**config.mk**
```make
export PLATFORM = sky130hd
export DESIGN_NAME = eth_avst_rx_gate
export DESIGN_NICKNAME = d
export VERILOG_FILES = /design/src/rtl/eth_avst_rx_gate_pkg.sv /design/src/rtl/eth_avst_rx_gate_sat_cnt.sv /design/src/rtl/eth_avst_rx_gate.sv
export SDC_FILE = /design/constraint.sdc
export NUM_CORES = 1
export LEC_CHECK = 0
export BUFFER_PORTS_ARGS = -buffer_cell sky130_fd_sc_hd__buf_2
export CAP_MARGIN = 20
export CORE_AREA = 2 2 451 453
export DETAILED_ROUTE_END_ITERATION = 8
export DIE_AREA = 0 0 453 455
export MAX_ROUTING_LAYER = met4
export PLACE_DENSITY = 0.31
export SLEW_MARGIN = 20
export SYNTH_ARGS = -nofsm -noshare
export SYNTH_HDL_FRONTEND = slang
export SYNTH_SLANG_ARGS = --single-unit
```
**constraint.sdc**
```tcl
create_clock -name CLK -period 17 [get_ports CLK]
set_clock_uncertainty 0.2 [all_clocks]
set_input_delay 1.7 -clock CLK [delete_from_list [all_inputs] [get_ports CLK]]
set_output_delay 1.7 -clock CLK [all_outputs]
set_load 0.05 [all_outputs]
```
**src/rtl/eth_avst_rx_gate_pkg.sv**
```systemverilog
// Shared types and helpers for the RX AVST frame-boundary gate.
package eth_avst_rx_gate_pkg;

    // Frame tracking state: between frames, inside a forwarded frame,
    // inside a dropped frame.
    typedef enum logic [1:0] {
        IDLE    = 2'd0,
        PASS    = 2'd1,
        DISCARD = 2'd2
    } gate_state_t;

    // Width of the EOF_POS field (index of the last valid byte in a word).
    function automatic int unsigned eof_pos_width(input int unsigned data_width);
        int unsigned bytes;
        bytes = data_width / 8;
        return (bytes > 1) ? $clog2(bytes) : 1;
    endfunction

endpackage

```
**src/rtl/eth_avst_rx_gate_sat_cnt.sv**
```systemverilog
// Saturating event counter with synchronous clear; clear has priority
// over a same-cycle increment.
module eth_avst_rx_gate_sat_cnt #(
    parameter int unsigned CNT_WIDTH = 32
) (
    input  logic                 clk,
    input  logic                 rst,
    input  logic                 clr,
    input  logic                 inc,
    output logic [CNT_WIDTH-1:0] cnt
);

    localparam logic [CNT_WIDTH-1:0] ONE = {{(CNT_WIDTH-1){1'b0}}, 1'b1};

    // Count up on inc, stick at all-ones, clear wins.
    always_ff @(posedge clk or posedge rst) begin
        if (rst) begin
            cnt <= '0;
        end else if (clr) begin
            cnt <= '0;
        end else if (inc && (cnt != '1)) begin
            cnt <= cnt + ONE;
        end
    end

endmodule

```
**src/rtl/eth_avst_rx_gate.sv**
```systemverilog
// Frame-boundary gate for the RX AVST stream. Opens/closes the stream under
// software control, applying changes only at frame starts, drops words
// outside frames and flags framing errors.
// Optional statistics counters: define ETH_AVST_RX_GATE_STATS_EN.
module eth_avst_rx_gate
    import eth_avst_rx_gate_pkg::*;
#(
    parameter int unsigned DATA_WIDTH = 512,
    parameter int unsigned CNT_WIDTH  = 32
) (
    input  logic                                 CLK,
    input  logic                                 RESET,
    input  logic                                 CTRL_ENABLE,
    output logic                                 STATUS_ENABLED,
    input  logic [DATA_WIDTH-1:0]                IN_AVST_DATA,
    input  logic                                 IN_AVST_SOF,
    input  logic                                 IN_AVST_EOF,
    input  logic [eof_pos_width(DATA_WIDTH)-1:0] IN_AVST_EOF_POS,
    input  logic                                 IN_AVST_UNDERSIZED,
    input  logic                                 IN_AVST_SRC_RDY,
    output logic [DATA_WIDTH-1:0]                OUT_AVST_DATA,
    output logic                                 OUT_AVST_SOF,
    output logic                                 OUT_AVST_EOF,
    output logic [eof_pos_width(DATA_WIDTH)-1:0] OUT_AVST_EOF_POS,
    output logic                                 OUT_AVST_UNDERSIZED,
    output logic                                 OUT_AVST_SRC_RDY,
    input  logic                                 STAT_CLEAR,
    output logic [CNT_WIDTH-1:0]                 STAT_PASSED,
    output logic [CNT_WIDTH-1:0]                 STAT_DISCARDED,
    output logic [CNT_WIDTH-1:0]                 STAT_ERRORS
);

    gate_state_t state;
    gate_state_t state_nxt;
    logic        fwd_word;
    logic        inc_passed;
    logic        inc_discarded;
    logic        inc_error;

    // State register.
    always_ff @(posedge CLK or posedge RESET) begin
        if (RESET) begin
            state <= IDLE;
        end else begin
            state <= state_nxt;
        end
    end

    // Next state, forward decision and statistic events for the current word.
    // A SOF is always re-decided from CTRL_ENABLE, whatever the current state;
    // seeing it outside IDLE means the previous frame lost its EOF.
    always_comb begin
        state_nxt     = state;
        fwd_word      = 1'b0;
        inc_passed    = 1'b0;
        inc_discarded = 1'b0;
        inc_error     = 1'b0;
        if (IN_AVST_SRC_RDY) begin
            if (IN_AVST_SOF) begin
                inc_error     = (state != IDLE);
                fwd_word      = CTRL_ENABLE;
                inc_discarded = ~CTRL_ENABLE;
                inc_passed    = CTRL_ENABLE & IN_AVST_EOF;
                if (IN_AVST_EOF) begin
                    state_nxt = IDLE;
                end else if (CTRL_ENABLE) begin
                    state_nxt = PASS;
                end else begin
                    state_nxt = DISCARD;
                end
            end else begin
                case (state)
                    IDLE: begin
                        inc_error = IN_AVST_EOF;
                    end
                    PASS: begin
                        fwd_word = 1'b1;
                        if (IN_AVST_EOF) begin
                            state_nxt  = IDLE;
                            inc_passed = 1'b1;
                        end
                    end
                    DISCARD: begin
                        if (IN_AVST_EOF) begin
                            state_nxt = IDLE;
                        end
                    end
                    default: begin
                        state_nxt = IDLE;
                    end
                endcase
            end
        end
    end

    // Applied gate state follows the request only while between frames.
    always_ff @(posedge CLK or posedge RESET) begin
        if (RESET) begin
            STATUS_ENABLED <= 1'b0;
        end else if (state == IDLE) begin
            STATUS_ENABLED <= CTRL_ENABLE;
        end
    end

    // Registered output stream; payload fields only load on forwarded words.
    always_ff @(posedge CLK or posedge RESET) begin
        if (RESET) begin
            OUT_AVST_DATA       <= '0;
            OUT_AVST_SOF        <= 1'b0;
            OUT_AVST_EOF        <= 1'b0;
            OUT_AVST_EOF_POS    <= '0;
            OUT_AVST_UNDERSIZED <= 1'b0;
            OUT_AVST_SRC_RDY    <= 1'b0;
        end else begin
            OUT_AVST_SRC_RDY    <= fwd_word;
            OUT_AVST_SOF        <= fwd_word & IN_AVST_SOF;
            OUT_AVST_EOF        <= fwd_word & IN_AVST_EOF;
            OUT_AVST_UNDERSIZED <= fwd_word & IN_AVST_UNDERSIZED;
            if (fwd_word) begin
                OUT_AVST_DATA    <= IN_AVST_DATA;
                OUT_AVST_EOF_POS <= IN_AVST_EOF_POS;
            end
        end
    end

`ifdef ETH_AVST_RX_GATE_STATS_EN
    eth_avst_rx_gate_sat_cnt #(
        .CNT_WIDTH (CNT_WIDTH)
    ) u_cnt_passed (
        .clk (CLK),
        .rst (RESET),
        .clr (STAT_CLEAR),
        .inc (inc_passed),
        .cnt (STAT_PASSED)
    );

    eth_avst_rx_gate_sat_cnt #(
        .CNT_WIDTH (CNT_WIDTH)
    ) u_cnt_discarded (
        .clk (CLK),
        .rst (RESET),
        .clr (STAT_CLEAR),
        .inc (inc_discarded),
        .cnt (STAT_DISCARDED)
    );

    eth_avst_rx_gate_sat_cnt #(
        .CNT_WIDTH (CNT_WIDTH)
    ) u_cnt_errors (
        .clk (CLK),
        .rst (RESET),
        .clr (STAT_CLEAR),
        .inc (inc_error),
        .cnt (STAT_ERRORS)
    );
`else
    assign STAT_PASSED    = '0;
    assign STAT_DISCARDED = '0;
    assign STAT_ERRORS    = '0;

    logic unused_stats;
    assign unused_stats = ^{STAT_CLEAR, inc_passed, inc_discarded, inc_error};
`endif

endmodule

```
==> results of run 1 <==
[worst paths after layout]
| kind | end | slack [ps] | from |
|---|---|---|---|
| setup / recovery | OUT_AVST_DATA[389]$_DFFE_PP0N_ | 11510 | IN_AVST_SOF |
| hold / removal | OUT_AVST_DATA[235]$_DFFE_PP0N_ | 300 | OUT_AVST_DATA[235]$_DFFE_PP0N_ |
| setup reg to reg | OUT_AVST_DATA[389]$_DFFE_PP0N_ | 12120 | state[0]$_DFFE_PP0P_ |
| hold reg to reg | OUT_AVST_DATA[235]$_DFFE_PP0N_ | 300 | OUT_AVST_DATA[235]$_DFFE_PP0N_ |
| max in group asynchronous | OUT_AVST_DATA[362]$_DFFE_PP0N_ | 12840 | RESET |
| min in group asynchronous | OUT_AVST_DATA[339]$_DFFE_PP0N_ | 930 | RESET |
[state kept, by name, indices dropped and copies added (netlist names)]
name	flops
OUT_AVST_DATA	512
OUT_AVST_EOF_POS	6
state	2
OUT_AVST_EOF	1
OUT_AVST_SOF	1
OUT_AVST_SRC_RDY	1
OUT_AVST_UNDERSIZED	1
STATUS_ENABLED	1
[cell type report]
class / count / share of cell area [%]
Inverter: 6 / 0.0924
Antenna cell: 11 / 0.0847
Tap cell: 2672 / 10.3
Clock buffer: 113 / 6.86
Multi-Input combinational cell: 628 / 25.3
Clock inverter: 12 / 0.408
Timing Repair Buffer: 1062 / 16.5
Sequential cell: 525 / 40.4
[logic make-up (layout without fill, tap and decap cells)]
group                      count (synthesis)  count (layout)
AOI/OAI and AO/OA                          4               4
adders and majority gates                  2               2
buffers and inverters                    159            1193
DFF                                      525             525
muxes                                    520             520
other                                      1             107
and+or+nand+nor                            6               6
[per-stage QoR]
| stage | utilization (%) | power, mW | instance area, um2 |
|---|---|---|---|
| finish | 16.1 | 5.54 | 32500 |
| global route | 16.1 | 5.79 | 32500 |
| CTS | 16.1 | 5.65 | 32500 |
| detailed placement | 15.0 | 4.04 | 30100 |
| global placement | 15.0 | 4.04 | 30100 |
| floorplan | - | 3.44 | 23200 |
[routing by layer]
layer	vias to the layer above	part of all wire [%]
met3	158	7.3
met2	579	50
met5	-	0
met1	6962	40
li1	6217	-
met4	0	2.4
[synth_stat cells]
cell type	number	area (um2)
dfrtp_1	525	13100
mux2_4	506	7600
buf_4	96	721
buf_12	55	1100
mux2_2	14	158
inv_1	6	22.5
and3_1	2	12.5
buf_8	2	30.0
ha_1	2	25.0
o311ai_0	2	17.5
conb_1	1	3.75
nand2_1	1	3.75
nand2_8	1	20.0
nand3_1	1	5.00
nor2b_1	1	6.26
o21ai_0	1	5.00
o31ai_1	1	7.51
[critical path, delay by kind of cell]
family	cells	cell delay, ps
muxes	2	690
and+or+nand+nor	1	540
buffers and inverters	4	2510
[power breakdown]
group	switching (mW)	internal, mW	leakage, nW
sequential	0.181	1.56	6.19
clock	0.631	0.915	1.16
combinational	1.58	0.670	9.34
total	2.39	3.14	16.7
==> impl_metrics.ini, run 1 <==
[placement]
pre_cts_ws_ps = 10730
hpwl_mm = 77.7
place_congestion = 0.828
numPortBuffers = 1047
dp_cells = 4893

[logic_synthesis]
synth_compound_area_share_pct = 0.131
synth-xor-area-share_pct = 0
synthMuxAreaShare_pct = 33.9
ys_seq_area_share_pct = 57.4
syn_area_um2 = 22900
yosysWarnings = 0
synth_cell_type_count = 17
ys_seq_elements = 525
synth_top_family_by_area = multiplexers
synthSimpleGateAreaFrac_pct = 0.208
synthCells = 1217
synthAdderAreaFrac_pct = 0.109
synth.avg_cell_area_um2 = 18.8

[timing]
slew_violations = 0
finalHoldViolCount = 0
relSlewSlack_pct = 27.0
post-route-period-util_pct = 32.3
setup_viol = 0
worstMarginPinSlew_ps = 1100
finalCriticalPeriod_ps = 5490
fin_ws_ps = 11510
fmax_mhz = 182
rsz0062_at_grt = false
tns_ps = 0
hold-worst-slack_ps = 298

[final_layout]
seqCellArea_um2 = 13100
final_common_cell = buf_2
fin_cells = 5029
final_cell_mix = buf_2, dfrtp_1, mux2_4, conb_1, clkbuf_16
layout-drive-gt1-share_pct = 72.1
fillCellCount = 22400
area_growth_pct = 42.1
multi_input_area_um2 = 8220
final_nets = 2824

[global_routing]
grt_pass1_vias = 14700
grt_max_degree = 119
grtUsageMet1_pct = 11.0
grt_pass1_wl_mm = 130
overflow = 0
grtUsageMet3_pct = 2.89
grt.busiest_layer = met2
antenna_found_initial = 36
grtUsageTotal_pct = 9.42
use_met2_pct = 15.5

[power]
p_leak_nw = 16.7
power_density_nw_per_um2 = 170
ir_drop_v = 0.0000658

[cts]
htree_levels = 3
numCtsBuffers = 73
cts_setup_buffers = 0
clk_pin_slew_ps = 50
clock_path_buffers = 3
cts_tree = yes
clock_latency_ps = 660
cts_resized = 0
ctsHoldBuffers = 0
cts-root-buf = clkbuf_16
cts_sinks = 525

[floorplan]
core_area_um2 = 201000
die-area_um2 = 206000
io_pins = 1145
die_x_um = 453
fp-row-count = 165
initial_core_util_pct = 11.4
die_y_um = 455

[drt]
drtIter0Drc = 535
ant_nets = 0
vias = 13900
drc = 0
route.detailed.wl_per_inst_um = 19.7
vias_per_cell = 2.77
drtPass1Iterations = 4
drt-total-wl_mm = 99.0

[worst_setup_path]
cp_slowest_cell = buf_4
cp.arrival_ps = 5820
worstPathMaxFanout = 118
critPathCaptureType = register
crit_path_cell_trace = buf_2 > mux2_4 > nand2_8 > buf_4 > buf_12 > buf_4 > mux2_4
critPathRequiredTime_ps = 17330
cpPeakStageDelay_ps = 920
crit_type = in2reg
cp-start-kind = primary input
r2r_cells = 7

[min_path]
hold_path.class = reg2reg
hold_depth = 1

[run_status]
outcome = finished, final reports clean

[run]
maxCapViolCount = 0
Power figures use the tool's default switching activity.
==> run 2, diff against run 1 <==
--- a/config.mk
+++ b/config.mk
@@ -5,13 +5,14 @@
 export SDC_FILE = /design/constraint.sdc
 export NUM_CORES = 1
 export LEC_CHECK = 0
+export ABC_AREA = 1
 export BUFFER_PORTS_ARGS = -buffer_cell sky130_fd_sc_hd__buf_2
 export CAP_MARGIN = 20
 export CORE_AREA = 2 2 451 453
 export DETAILED_ROUTE_END_ITERATION = 8
 export DIE_AREA = 0 0 453 455
 export MAX_ROUTING_LAYER = met4
-export PLACE_DENSITY = 0.31
+export PLACE_DENSITY = 0.3
 export SLEW_MARGIN = 20
 export SYNTH_ARGS = -nofsm -noshare
 export SYNTH_HDL_FRONTEND = slang
==> constraint.sdc (replaced) <==
create_clock -name CLK -period 4.68 [get_ports CLK]
set_clock_uncertainty 0.2 [all_clocks]
set_input_delay 0.468 -clock CLK [delete_from_list [all_inputs] [get_ports CLK]]
set_output_delay 0.468 -clock CLK [all_outputs]
set_load 0.05 [all_outputs]
==> run 2 against run 1 <==
  * Via count up 48%
  * First-iteration DRC count up 82%
  * Global-route usage up 1.9 points
  * Die area unchanged
  * Critical path depth up 1
  * Critical endpoint is now OUT_AVST_DATA[90]$_DFFE_PP0N_
==> impl_metrics.ini, run 2 <==
[logic_synthesis]
synthCells = 2319
ys_seq_area_share_pct = 64.0
synth_area_leaders = dfrtp_1, nand2_1, buf_4, buf_2, clkbuf_1
yosysWarnings = 0
synth_cell_type_count = 17
synthTopCellsByCount = nand2_1, dfrtp_1, buf_4, buf_2, clkbuf_1
synth_top_area_share_pct = 64.0
async_flop_share_pct = 100
synthFlopType = dfrtp_1
syn_area_um2 = 20500
ys_seq_elements = 525
yosysTopAreaCell = dfrtp_1
synth.avg_cell_area_um2 = 8.85
synth.most_common_cell = nand2_1
synth_edf_count = 0

[power]
ir_drop_v = 0.000247
power_mw = 17.8
power_density_nw_per_um2 = 492
p_leak_nw = 19.3

[worst_setup_path]
cpPeakStageDelay_ps = 620
cp_common_cell = nand2_1
cp.arrival_ps = 3180
r2r-start = state[0]$_DFFE_PP0P_
rrSetupSlack_ps = 1920
critPathCaptureType = register
worst-path-stages = 8
crit_path_cell_trace = dlygate4sd3_1 > buf_2 > nand2_1 > nand3_4 > buf_4 > buf_12 > nand2_1 > nand2_1
crit_type = in2reg
worstPathMaxFanout = 158
cp_slowest_cell = dlygate4sd3_1
worstReg2RegEnd = OUT_AVST_DATA[90]$_DFFE_PP0N_
critPathRequiredTime_ps = 5080
critical_path.startpoint = IN_AVST_SOF
r2r_cells = 8
crit_end = OUT_AVST_DATA[90]$_DFFE_PP0N_
cp_top_family = buffers and inverters
cp-start-kind = primary input
path_buf_inv = 4

[drt]
ant_nets = 0
drtPass1Iterations = 5
vias = 20600
vias_per_cell = 3.11
drc = 0
drtIter0Drc = 976
route.detailed.wl_per_inst_um = 17.7
drt-total-wl_mm = 117

[floorplan]
initial_core_util_pct = 10.2
die-area_um2 = 206000
die_x_um = 453
die_y_um = 455
core_area_um2 = 201000
io_pins = 1145
fp-row-count = 165

[final_layout]
area_growth_pct = 76.3
reg.largest.list = OUT_AVST_DATA: 512 flops, OUT_AVST_EOF_POS: 6 flops, state: 2 flops
post-route-util_pct = 18.0
final_common_cell = nand2_1
layout-drive-gt1-share_pct = 30.3
final_nets = 4418
largest-register = OUT_AVST_DATA
fin_cells = 6631
final_cell_mix = nand2_1, buf_2, dlygate4sd3_1, dfrtp_1, conb_1
largest_reg_flops = 512

[cts]
htree_levels = 3
clock_latency_ps = 680
cts_sinks = 525
clock_path_buffers = 3
cts_resized = 0
cts_tree = yes
clk_pin_slew_ps = 60
numCtsBuffers = 74
cts-root-buf = clkbuf_16

[placement]
place_congestion = 0.885
numPortBuffers = 1047
hpwl_mm = 89.8
dp_cells = 5959

[run]
maxCapViolCount = 0

[min_path]
hold_depth = 5
hold_path.class = in2reg

[timing]
rsz0062_at_grt = false
fmax_mhz = 360
post-route-period-util_pct = 59.4
finalHoldViolCount = 0
relSlewSlack_pct = 28.3
tns_ps = 0
hold-worst-slack_ps = 215
worstMarginPinSlew_ps = 1080
setup_viol = 0
finalCriticalPeriod_ps = 2780
slew_violations = 0

[run_status]
outcome = finished, final reports clean

[global_routing]
grt_max_degree = 170
grtUsageTotal_pct = 11.3
grt_pass1_vias = 21400
overflow = 0
grt_pass1_wl_mm = 161
antenna_found_initial = 22
[run 2: through the flow]
stage,area [um2],setup slack [ps]
finish,36200,1900
detailed placement,28500,1900
CTS,36100,1990
global route,36200,1770
floorplan,20900,-3120
global placement,28500,1900
[run 2: per-layer routing]
metal	GRT usage, %	wire (um)	vias to the layer above
met5	-	0	-
met4	3.98	3410	0
met3	3.93	9140	151
met2	17.7	55800	641
met1	13.3	49200	9879
li1	-	-	9941
[run 2: power by group]
group / leakage, nW / total (mW) / internal (mW) / switching (mW)
Sequential: 6.51 / 5.85 / 5.38 / 0.477
Combinational: 11.6 / 6.30 / 1.43 / 4.87
Clock: 1.15 / 5.65 / 3.26 / 2.40
Total: 19.3 / 17.8 / 10.1 / 7.75
[run 2: timing repair]
| item | CTS | global route |
|---|---|---|
| hold endpoints to repair | 581 | 0 |
| endpoints found under the setup margin | 0 | 0 |
| setup buffers | 0 | 0 |
| hold buffers | 527 | 0 |
[run 2: how the worst min path moves through the flow]
stage	from	end	slack, ps
2_1_floorplan	state[1]$_DFFE_PP0P_	state[1]$_DFFE_PP0P_	240
3_3_place_gp	OUT_AVST_DATA[377]$_DFFE_PP0N_	OUT_AVST_DATA[377]$_DFFE_PP0N_	260
3_5_place_dp	OUT_AVST_DATA[334]$_DFFE_PP0N_	OUT_AVST_DATA[334]$_DFFE_PP0N_	260
4_1_cts	IN_AVST_SRC_RDY	OUT_AVST_DATA[461]$_DFFE_PP0N_	150
5_1_grt	IN_AVST_SRC_RDY	OUT_AVST_DATA[238]$_DFFE_PP0N_	200
6_report	IN_AVST_SRC_RDY	OUT_AVST_DATA[461]$_DFFE_PP0N_	210
[run 2: final cells by class]
cell class | count | area, um2
well taps | 2672 | 3340
clock inverters | 18 | 218
multi-input cells | 1669 | 6300
fillers | 22900 | 165000
diodes | 14 | 35.0
flip-flops and latches | 525 | 13100
repair buffers | 1610 | 10900
clock buffers | 113 | 2160
inverters | 10 | 48.8
[run 2: cell families (layout without fill, tap and decap cells)]
kind of cell,Yosys count,in the layout,share of synthesized area [%]
other,1,110,0.0183
adder cells (fa/ha/maj),2,2,0.122
buffers and inverters,220,1751,7.04
AND/OR/NAND/NOR,1570,1570,28.8
flip-flops,525,525,64.0
AO/OA/AOI/OAI,1,1,0.0244
[run 2: worst register-to-register path: cells and delay by family, from the launching register on]
kind                     cells  cell delay, ps
buffers and inverters        3            1050
flip-flops                   1             400
AND/OR/NAND/NOR              4             840
adder cells (fa/ha/maj)      1             200
